**config.mk**
```make
export PLATFORM = sky130hd
export DESIGN_NAME = crdhold_arb
export DESIGN_NICKNAME = d
export VERILOG_FILES = /design/src/rtl/crdhold_arb.sv
export SDC_FILE = /design/constraint.sdc
export NUM_CORES = 1
export LEC_CHECK = 0
export CORE_MARGIN = 3
export CORE_UTILIZATION = 34
export CTS_CLUSTER_SIZE = 14
export DETAILED_ROUTE_END_ITERATION = 8
export GPL_TIMING_DRIVEN = 0
export PLACE_DENSITY = 0.77
export SLEW_MARGIN = 15
export SYNTH_ARGS = -nofsm -noshare
export SYNTH_HDL_FRONTEND = slang
export SYNTH_SLANG_ARGS = --single-unit
export TNS_END_PERCENT = 30
```
**constraint.sdc**
```tcl
create_clock -name clk -period 3.8 [get_ports clk]
set_input_delay 0.76 -clock clk [delete_from_list [all_inputs] [get_ports clk]]
set_output_delay 0.76 -clock clk [all_outputs]
set_load 0.005 [all_outputs]
```
**src/rtl/crdhold_arb.sv**
```systemverilog
// crdhold_arb -- two-requester arbiter in front of a shared crdhold unit.
//
// Each requester owns two token streams (K = 0, 1). Once a requester is
// granted, both of its streams are forwarded combinationally to the shared
// outputs crd_out_K, and crd_out_K_ready is returned to it. The grant is held
// until a DONE_TOKEN has been transferred on both streams. After a stream's
// DONE it is blocked so trailing tokens are never forwarded. Contention is
// resolved round-robin, and requester 0 wins first after reset.
//
// Parameters
//   DATA_WIDTH   token width (bit 16 is the control flag)
//   DONE_TOKEN   end-of-stream token value
//
// Ports
//   clk, rst_n          clock, synchronous active-low reset
//   clk_en              global enable; 0 holds all state
//   flush               synchronous soft clear (same effect as reset)
//   tile_en             0 forces all readies/valids low and holds state
//   rN_crd_in_K*        requester N stream K: data/valid in, ready out
//   crd_out_K*          shared stream K: data/valid out, ready in
//   grant               one-hot owner (01 = r0, 10 = r1, 00 = none)
//   xfer_count          tokens forwarded in the current grant, including
//                       the current cycle's transfers; saturates at 16'hFFFF
//
// Optional feature (macro CRDHOLD_ARB_PERF_EN)
//   busy_cycles         32-bit wrapping count of cycles with a grant active
//                       and clk_en = 1; cleared by reset or flush

module crdhold_arb #(
    parameter int unsigned           DATA_WIDTH = 17,
    parameter logic [DATA_WIDTH-1:0] DONE_TOKEN = 17'h10100
) (
    input  logic                  clk,
    input  logic                  rst_n,
    input  logic                  clk_en,
    input  logic                  flush,
    input  logic                  tile_en,

    input  logic [DATA_WIDTH-1:0] r0_crd_in_0,
    input  logic                  r0_crd_in_0_valid,
    output logic                  r0_crd_in_0_ready,
    input  logic [DATA_WIDTH-1:0] r0_crd_in_1,
    input  logic                  r0_crd_in_1_valid,
    output logic                  r0_crd_in_1_ready,

    input  logic [DATA_WIDTH-1:0] r1_crd_in_0,
    input  logic                  r1_crd_in_0_valid,
    output logic                  r1_crd_in_0_ready,
    input  logic [DATA_WIDTH-1:0] r1_crd_in_1,
    input  logic                  r1_crd_in_1_valid,
    output logic                  r1_crd_in_1_ready,

    output logic [DATA_WIDTH-1:0] crd_out_0,
    output logic                  crd_out_0_valid,
    input  logic                  crd_out_0_ready,
    output logic [DATA_WIDTH-1:0] crd_out_1,
    output logic                  crd_out_1_valid,
    input  logic                  crd_out_1_ready,

`ifdef CRDHOLD_ARB_PERF_EN
    output logic [31:0]           busy_cycles,
`endif

    output logic [1:0]            grant,
    output logic [15:0]           xfer_count
);

    typedef enum logic [1:0] {
        StIdle   = 2'b00,
        StGrant0 = 2'b01,
        StGrant1 = 2'b10
    } state_e;

    state_e      state_q, state_d;
    logic        last_q, last_d;     // requester granted most recently
    logic [1:0]  done_q, done_d;     // per-stream DONE seen in this grant
    logic [15:0] count_q, count_d;   // transfers completed in earlier cycles

    // Requester-indexed views of the input ports.
    logic [DATA_WIDTH-1:0] in_data  [2][2];
    logic [1:0]            in_valid [2];
    logic [1:0]            in_ready [2];

    assign in_data[0][0] = r0_crd_in_0;
    assign in_data[0][1] = r0_crd_in_1;
    assign in_data[1][0] = r1_crd_in_0;
    assign in_data[1][1] = r1_crd_in_1;

    assign in_valid[0] = {r0_crd_in_1_valid, r0_crd_in_0_valid};
    assign in_valid[1] = {r1_crd_in_1_valid, r1_crd_in_0_valid};

    assign r0_crd_in_0_ready = in_ready[0][0];
    assign r0_crd_in_1_ready = in_ready[0][1];
    assign r1_crd_in_0_ready = in_ready[1][0];
    assign r1_crd_in_1_ready = in_ready[1][1];

    logic [1:0]            out_ready;
    logic [1:0]            out_valid;
    logic [DATA_WIDTH-1:0] out_data [2];

    assign out_ready = {crd_out_1_ready, crd_out_0_ready};

    assign crd_out_0       = out_data[0];
    assign crd_out_1       = out_data[1];
    assign crd_out_0_valid = out_valid[0];
    assign crd_out_1_valid = out_valid[1];

    logic        active;     // forwarding and state updates permitted
    logic        granted;
    logic        owner;
    logic [1:0]  fire;
    logic [1:0]  done_hit;
    logic [1:0]  done_now;
    logic        done_all;
    logic [1:0]  nfire;
    logic [16:0] count_sum;
    logic [15:0] count_inc;
    logic        req0, req1;

    // Forwarding datapath. Handshakes are also suppressed while clk_en = 0:
    // state cannot advance then, so a visible transfer would be lost.
    always_comb begin
        active  = clk_en & tile_en;
        granted = (state_q != StIdle);
        owner   = (state_q == StGrant1);

        in_ready[0] = 2'b00;
        in_ready[1] = 2'b00;
        out_valid   = 2'b00;
        for (int k = 0; k < 2; k++) begin
            out_data[k] = granted ? in_data[owner][k] : '0;
            if (active && granted && !done_q[k]) begin
                out_valid[k]       = in_valid[owner][k];
                in_ready[owner][k] = out_ready[k];
            end
        end

        fire = out_valid & out_ready;
        for (int k = 0; k < 2; k++) begin
            done_hit[k] = fire[k] & (out_data[k] == DONE_TOKEN);
        end
        done_now = done_q | done_hit;
        done_all = &done_now;

        nfire     = {1'b0, fire[0]} + {1'b0, fire[1]};
        count_sum = {1'b0, count_q} + {15'b0, nfire};
        count_inc = count_sum[16] ? 16'hFFFF : count_sum[15:0];

        grant      = state_q;
        xfer_count = granted ? count_inc : 16'h0000;
    end

    // Next-state logic.
    always_comb begin
        state_d = state_q;
        last_d  = last_q;
        done_d  = done_q;
        count_d = count_q;
        req0    = |in_valid[0];
        req1    = |in_valid[1];

        if (active) begin
            unique case (state_q)
                StIdle: begin
                    done_d  = 2'b00;
                    count_d = 16'h0000;
                    if (req0 && req1) begin
                        // Round-robin: prefer the requester not granted last.
                        state_d = last_q ? StGrant0 : StGrant1;
                    end else if (req0) begin
                        state_d = StGrant0;
                    end else if (req1) begin
                        state_d = StGrant1;
                    end
                end
                StGrant0, StGrant1: begin
                    if (done_all) begin
                        state_d = StIdle;
                        last_d  = owner;
                        done_d  = 2'b00;
                        count_d = 16'h0000;
                    end else begin
                        done_d  = done_now;
                        count_d = count_inc;
                    end
                end
                default: begin
                    state_d = StIdle;
                    done_d  = 2'b00;
                    count_d = 16'h0000;
                end
            endcase
        end
    end

    always_ff @(posedge clk) begin
        if (!rst_n || flush) begin
            state_q <= StIdle;
            last_q  <= 1'b1;
            done_q  <= 2'b00;
            count_q <= 16'h0000;
        end else begin
            state_q <= state_d;
            last_q  <= last_d;
            done_q  <= done_d;
            count_q <= count_d;
        end
    end

`ifdef CRDHOLD_ARB_PERF_EN
    logic [31:0] busy_q;

    always_ff @(posedge clk) begin
        if (!rst_n || flush) begin
            busy_q <= 32'h0;
        end else if (clk_en && (state_q != StIdle)) begin
            busy_q <= busy_q + 32'h1;
        end
    end

    assign busy_cycles = busy_q;
`endif

endmodule

```
### After elaboration in Yosys (flattened, before gate mapping)

Index checks and enable logic that the tools add are counted.

* input port bits: 79
* flip-flop bits (word level): 21

* muxes and demuxes: 29
* add/sub/neg operators: 2
* eq/ne operators: 6
* reduce and logical (&&, ||, !) cells: 17
* bitwise logic cells: 7
* magnitude comparators: 2

Operators by type and width (count)
* two-way mux 34 bit: 3
* two-way mux 16 bit: 4
* equality test 17 bit (second input constant): 2
* two-way mux 17 bit: 2
* two-way mux 2 bit: 11
* adder 16 x 2 -> 17 bit: 1
* two-way mux 4 bit: 2
* OR reduction 2 bit: 3
* logical AND 1 bit: 5
* AND 4 bit: 1
* bitwise mux 4 bit: 1
* demux 2 bit (select 1 bit): 2
* != test 4 bit (second input constant): 1
* case mux 2 bit (2 select lines): 1
* AND reduction 4 bit: 1
* AND 1 bit: 3
* logical NOT 1 bit: 3
* two-way mux 1 bit: 3
* AND reduction 3 bit: 1
* adder 1 x 1 -> 2 bit: 1
* AND 2 bit: 1
* equality test 2 x 1 -> 1 bit (second input constant): 1
* equality test 2 bit (second input constant): 1
* >= comparator 2 bit (second input constant): 1
* 8 further kinds: 8

### Logic depth before layout (Yosys ltp)

* depth in word-level cells: 12
* depth in mapped cells: 16
* depth with buffers taken out: 13

### Worst setup path before layout

Ideal clock, no wire load.

* path kind: register to output
* start: reg state_q[0] (netlist: grant[0])
* end: out xfer_count[13]
* data required time: 3.040 ns
* stages on the path, launching flop included: 16
* path buffers: 4
* arrival: 3.184 ns
* path slack: -0.144 ns
* path through: dfxtp_1 -> inv_1 -> ha_1 -> buf_6 -> buf_2 -> mux2i_1 -> or3_1 -> fa_1 -> inv_1 -> ha_1 -> nand3_1 -> nor2_1 -> nand4_1 -> clkbuf_1 -> clkbuf_1 -> a21oi_1

* word-level cells in the longest chain between the ends: 11
* elaborated cells on any way between the ends: 16
* those cells by class: 2 x add/sub; 1 x eq/ne; 7 x mux; 2 x bitwise; 4 x reduce/logical

Ends and longest elaborated chain
* from (decl): line 74 `state_e state_q, state_d;`
* from (signal assigned): line 198 `state_q <= StIdle;`
* from (signal assigned): line 203 `state_q <= state_d;`
* equality test 2 bit *: line 125 `owner = (state_q == StGrant1);`
* via owner: line 110 `logic owner;`
* inverter 1 -> 2 bit (not written as such) *: line 133 `out_valid[k] = in_valid[owner][k];`
* two-way mux 2 bit (not written as such) * (3 in a row): line 133
* two-way mux 1 bit: line 132 `if (active && granted && !done_q[k]) begin`
* AND 2 bit *: line 138 `fire = out_valid & out_ready;`
* adder 1 x 1 -> 2 bit *: line 145 `nfire = {1'b0, fire[0]} + {1'b0, fire[1]};`
* adder 16 x 2 -> 17 bit *: line 146 `count_sum = {1'b0, count_q} + {15'b0, nfire};`
* two-way mux 16 bit *: line 147 `count_inc = count_sum[16] ? 16'hFFFF : count_sum[15:0];`
* two-way mux 16 bit *: line 150 `xfer_count = granted ? count_inc : 16'h0000;`
* to (decl): line 65 `output logic [15:0] xfer_count`

Mark *: on every way through the listed nets, which the timed path passes. The rest lies on a longest branch. The select of a mux whose other input is x is not followed.

### Worst setup path after layout

* start: in r0_crd_in_0_valid
* end: out xfer_count[14]

* word-level cells in the longest chain between the ends: 9

Ends and longest elaborated chain
* from (decl): line 40 `input logic r0_crd_in_0_valid,`
* two-way mux 2 bit (3 in a row)
* two-way mux 1 bit: line 132
* AND 2 bit: line 138
* adder 1 x 1 -> 2 bit: line 145
* adder 16 x 2 -> 17 bit: line 146
* two-way mux 16 bit: line 147
* two-way mux 16 bit: line 150

Every way passes these cells. The select of a mux whose other input is x is not followed.

==> impl_metrics.yaml <==
sta:
  fin_crit_sh_pct: 105
  fin_hold_ws_ns: 0.487
  skew_ns: 0.00299
  worstMarginPinSlew_ns: 0.725
  setup_ws_ns: -0.171
  period_needed_ns: 3.97
  max_clock_freq_mhz: 252
  slew_violations: 0
  setup_violations: 16
  rsz0062_at_grt: "yes"
  slew_headroom_pct: 51.7
  hold_violations: 0
power:
  powerDensity_mw_per_mm2: 135
  p_clk_share_pct: 27.2
  power.switching_w: 0.000148
  peakVddDrop_v: 0.000164
  seqPwrFrac_pct: 39.6
  switching_share_pct: 26.7
  leakage_nw: 1.50
  intPower_w: 0.000407
  power_frac_comb_pct: 33.2
logic_synthesis:
  synth_adder_area_share_pct: 2.54
  synthTopCellsByArea: "dfxtp_1, mux2i_1, nor2_1, nand2_1, a21oi_1"
  yosys.area.top_type: "dfxtp_1"
  ys_types: 50
  yosysMostFrequentCell: "nor2_1"
  synth-edff-count: 0
  syn_inst: 306
  synth_nets: 389
  synth_compound_area_share_pct: 22.4
  synth_top_area_share_pct: 18.6
  mappedNetlistArea_mm2: 0.00226
  muxShareOfSynthArea_pct: 16.4
  avgSynthCellArea_um2: 7.40
  synthSimpleGateAreaFrac_pct: 31.3
  async_flop_share_pct: 0
  synth-xor-area-share_pct: 3.10
  synth_commonest_cells: "nor2_1, mux2i_1, nand2_1, dfxtp_1, a21oi_1"
  yosysWarnings: 0
  synthFlopType: "dfxtp_1"
  ys_seq_area_share_pct: 18.6
  ys_ff_latch: 21
  synth_top_family_by_area: "simple AND/OR/NAND/NOR gates"
clocking:
  cts_buffers: 3
  cts_max_level: 1
  cts.clk_slew.worst_paths_ns: 0.08
  clock_latency_ns: 0.26
  cts.sinks: 21
  cts_max_path_buffers: 2
  cts_root_buf: "clkbuf_8"
  cts_tree: "done"
worst_setup_path:
  reg2reg_depth: 18
  required_ns: 3.04
  crit_path_max_fanout: 3
  cp-end-kind: "primary output"
  crit_type: "input pin to primary output"
  arrival_ns: 3.21
  cp-start-kind: "input pin"
global_routing:
  grt_max_degree: 12
  grt_usage_pct: 24.2
  grt_pass1_wl_um: 14500
  grt_pass1_vias: 2839
  antenna_found_initial: 0
  gr-total-overflow: 0
finish:
  n_fill_cell: 511
  diodes: 0
  final_nets: 555
  syn2layout_area_growth_pct: 82.3
  drive_above_1_share_pct: 21.0
detailed_routing:
  ant_nets: 0
  first_pass_iters: 5
  met3_wirelength_um: 560
  via_per_inst: 5.41
  wl_um: 9830
  routed-via-count: 2967
  wire_per_inst_um: 17.9
  drtIter0Drc: 154
  drc: 0
  top_layer: "met4"
  drt-met1-wl_um: 4020
  wl_met2_um: 4970
placement:
  dp_hpwl_um: 7320
  globalplace.congestion: 0.889
  dp_slack_ns: -1.37
  io_buffers: 136
flow_run:
  drv_cap: 0
floorplan:
  core_mm2: 0.00639
  initial_utilization_pct: 35.4
  die_h_um: 87.6
  rows: 29
  die_w_um: 87.6
  dieArea_mm2: 0.00767
  top_level_ports: 137
run_status:
  violations: "setup timing"
  status: "finished with violations"
min_path:
  hold_path_class: "register to register"
  whs_path_depth: 1
-- metrics by stage --
stage	std cells	util, %	setup TNS, ns	total power (W)	cell area, um2
final	548	64.6	-1.74	0.000556	4130
after global routing	548	64.6	-3.74	0.000577	4130
after CTS	543	62.9	-3.40	0.000553	4020
after detailed placement	519	58.6	-20.31	0.000403	3740
after global placement	519	58.6	-19.79	0.000401	3740
after floorplan	306	-	0	0.000277	2290
-- registers in the layout (all words and copies together), names as in the netlist --
register  cells
done_q        2
count_q      16
grant         2
last_q        1
-- cell usage in the layout (no fill, tap or decap), types with 3 or more instances in the layout --
cell,synthesis,final
a21o_1,5,5
a21oi_1,18,10
a21oi_2,0,7
a22o_1,7,7
and3_1,5,4
buf_2,1,16
buf_4,0,22
buf_6,3,7
clkbuf_1,11,7
clkbuf_2,0,5
clkbuf_8,0,4
clkdlybuf4s50_1,0,113
dfxtp_1,21,19
inv_1,10,8
mux2i_1,37,35
nand2_1,26,26
nand3_1,12,10
nand3b_1,4,4
nand4_1,5,5
nor2_1,52,50
nor2b_1,4,4
nor4_1,9,9
nor4b_1,6,6
o211ai_1,3,3
o21ai_0,17,15
or2_2,3,3
xnor2_1,3,3
xor2_1,5,4
-- power by group through the flow --
stage / Clock [W] / Sequential [W] / Combinational (W)
global route: 0.000160 / 0.000220 / 0.000197
detailed placement: 0 / 0.000226 / 0.000177
finish: 0.000151 / 0.000220 / 0.000184
global placement: 0 / 0.000226 / 0.000175
floorplan: 0 / 0.000226 / 0.0000513
CTS: 0.000151 / 0.000221 / 0.000181
-- layer usage --
metal,vias up,GRT usage (%)
met5,-,0
met4,0,7.53
met3,23,3.76
met2,105,43.6
met1,1384,29.3
li1,1455,-
-- worst max-delay path, cell delays in order --
cell and delay (ns):
dlygate4sd2_1 0.28, mux2i_4 0.10, or3_4 0.34, fa_2 0.37, inv_2 0.07, ha_4 0.14, nand3_4 0.09, nor2_4 0.16
buf_6 0.13, nand3_4 0.07, or4_4 0.44, o211a_1 0.14, buf_2 0.13
-- kinds of logic (layout without fill, tap and decap cells) --
| family | Yosys count | in the layout |
|---|---|---|
| compound gates | 67 | 67 |
| buf+inv | 28 | 193 |
| simple gates | 141 | 141 |
| mux | 37 | 37 |
| fa+ha+maj | 4 | 4 |
| xor+xnor | 8 | 8 |
| flops | 21 | 21 |
-- area by class of cell --
class | count | area [um2] | area share [%]
Inverter | 10 | 37.5 | 0.910
Timing Repair Buffer | 162 | 1490 | 36.1
Tap cell | 77 | 96.3 | 2.34
Multi-Input combinational cell | 257 | 1900 | 46.2
Buffer | 17 | 129 | 3.12
Sequential cell | 21 | 425 | 10.3
Clock buffer | 4 | 45.0 | 1.09
-- path summary, 6_finish.rpt --
kind | endpoint | slack (ns) | startpoint
worst max-delay path | xfer_count[14] | -0.17 | r0_crd_in_0_valid
worst min-delay path | count_q[0] | 0.49 | count_q[0]
worst max register to register | count_q[4] | 0.70 | grant[0]
worst min register to register | count_q[0] | 0.49 | count_q[0]
-- repair_timing --
action | 4_1_cts | 5_1_grt
setup endpoints to repair | 36 | 22
pin swaps | 12 | 9
gates resized for setup | 105 | 30
setup buffers | 20 | 5
cloned | 0 | 1
hold buffers | 0 | 0
(Power assumes the default switching activity.)
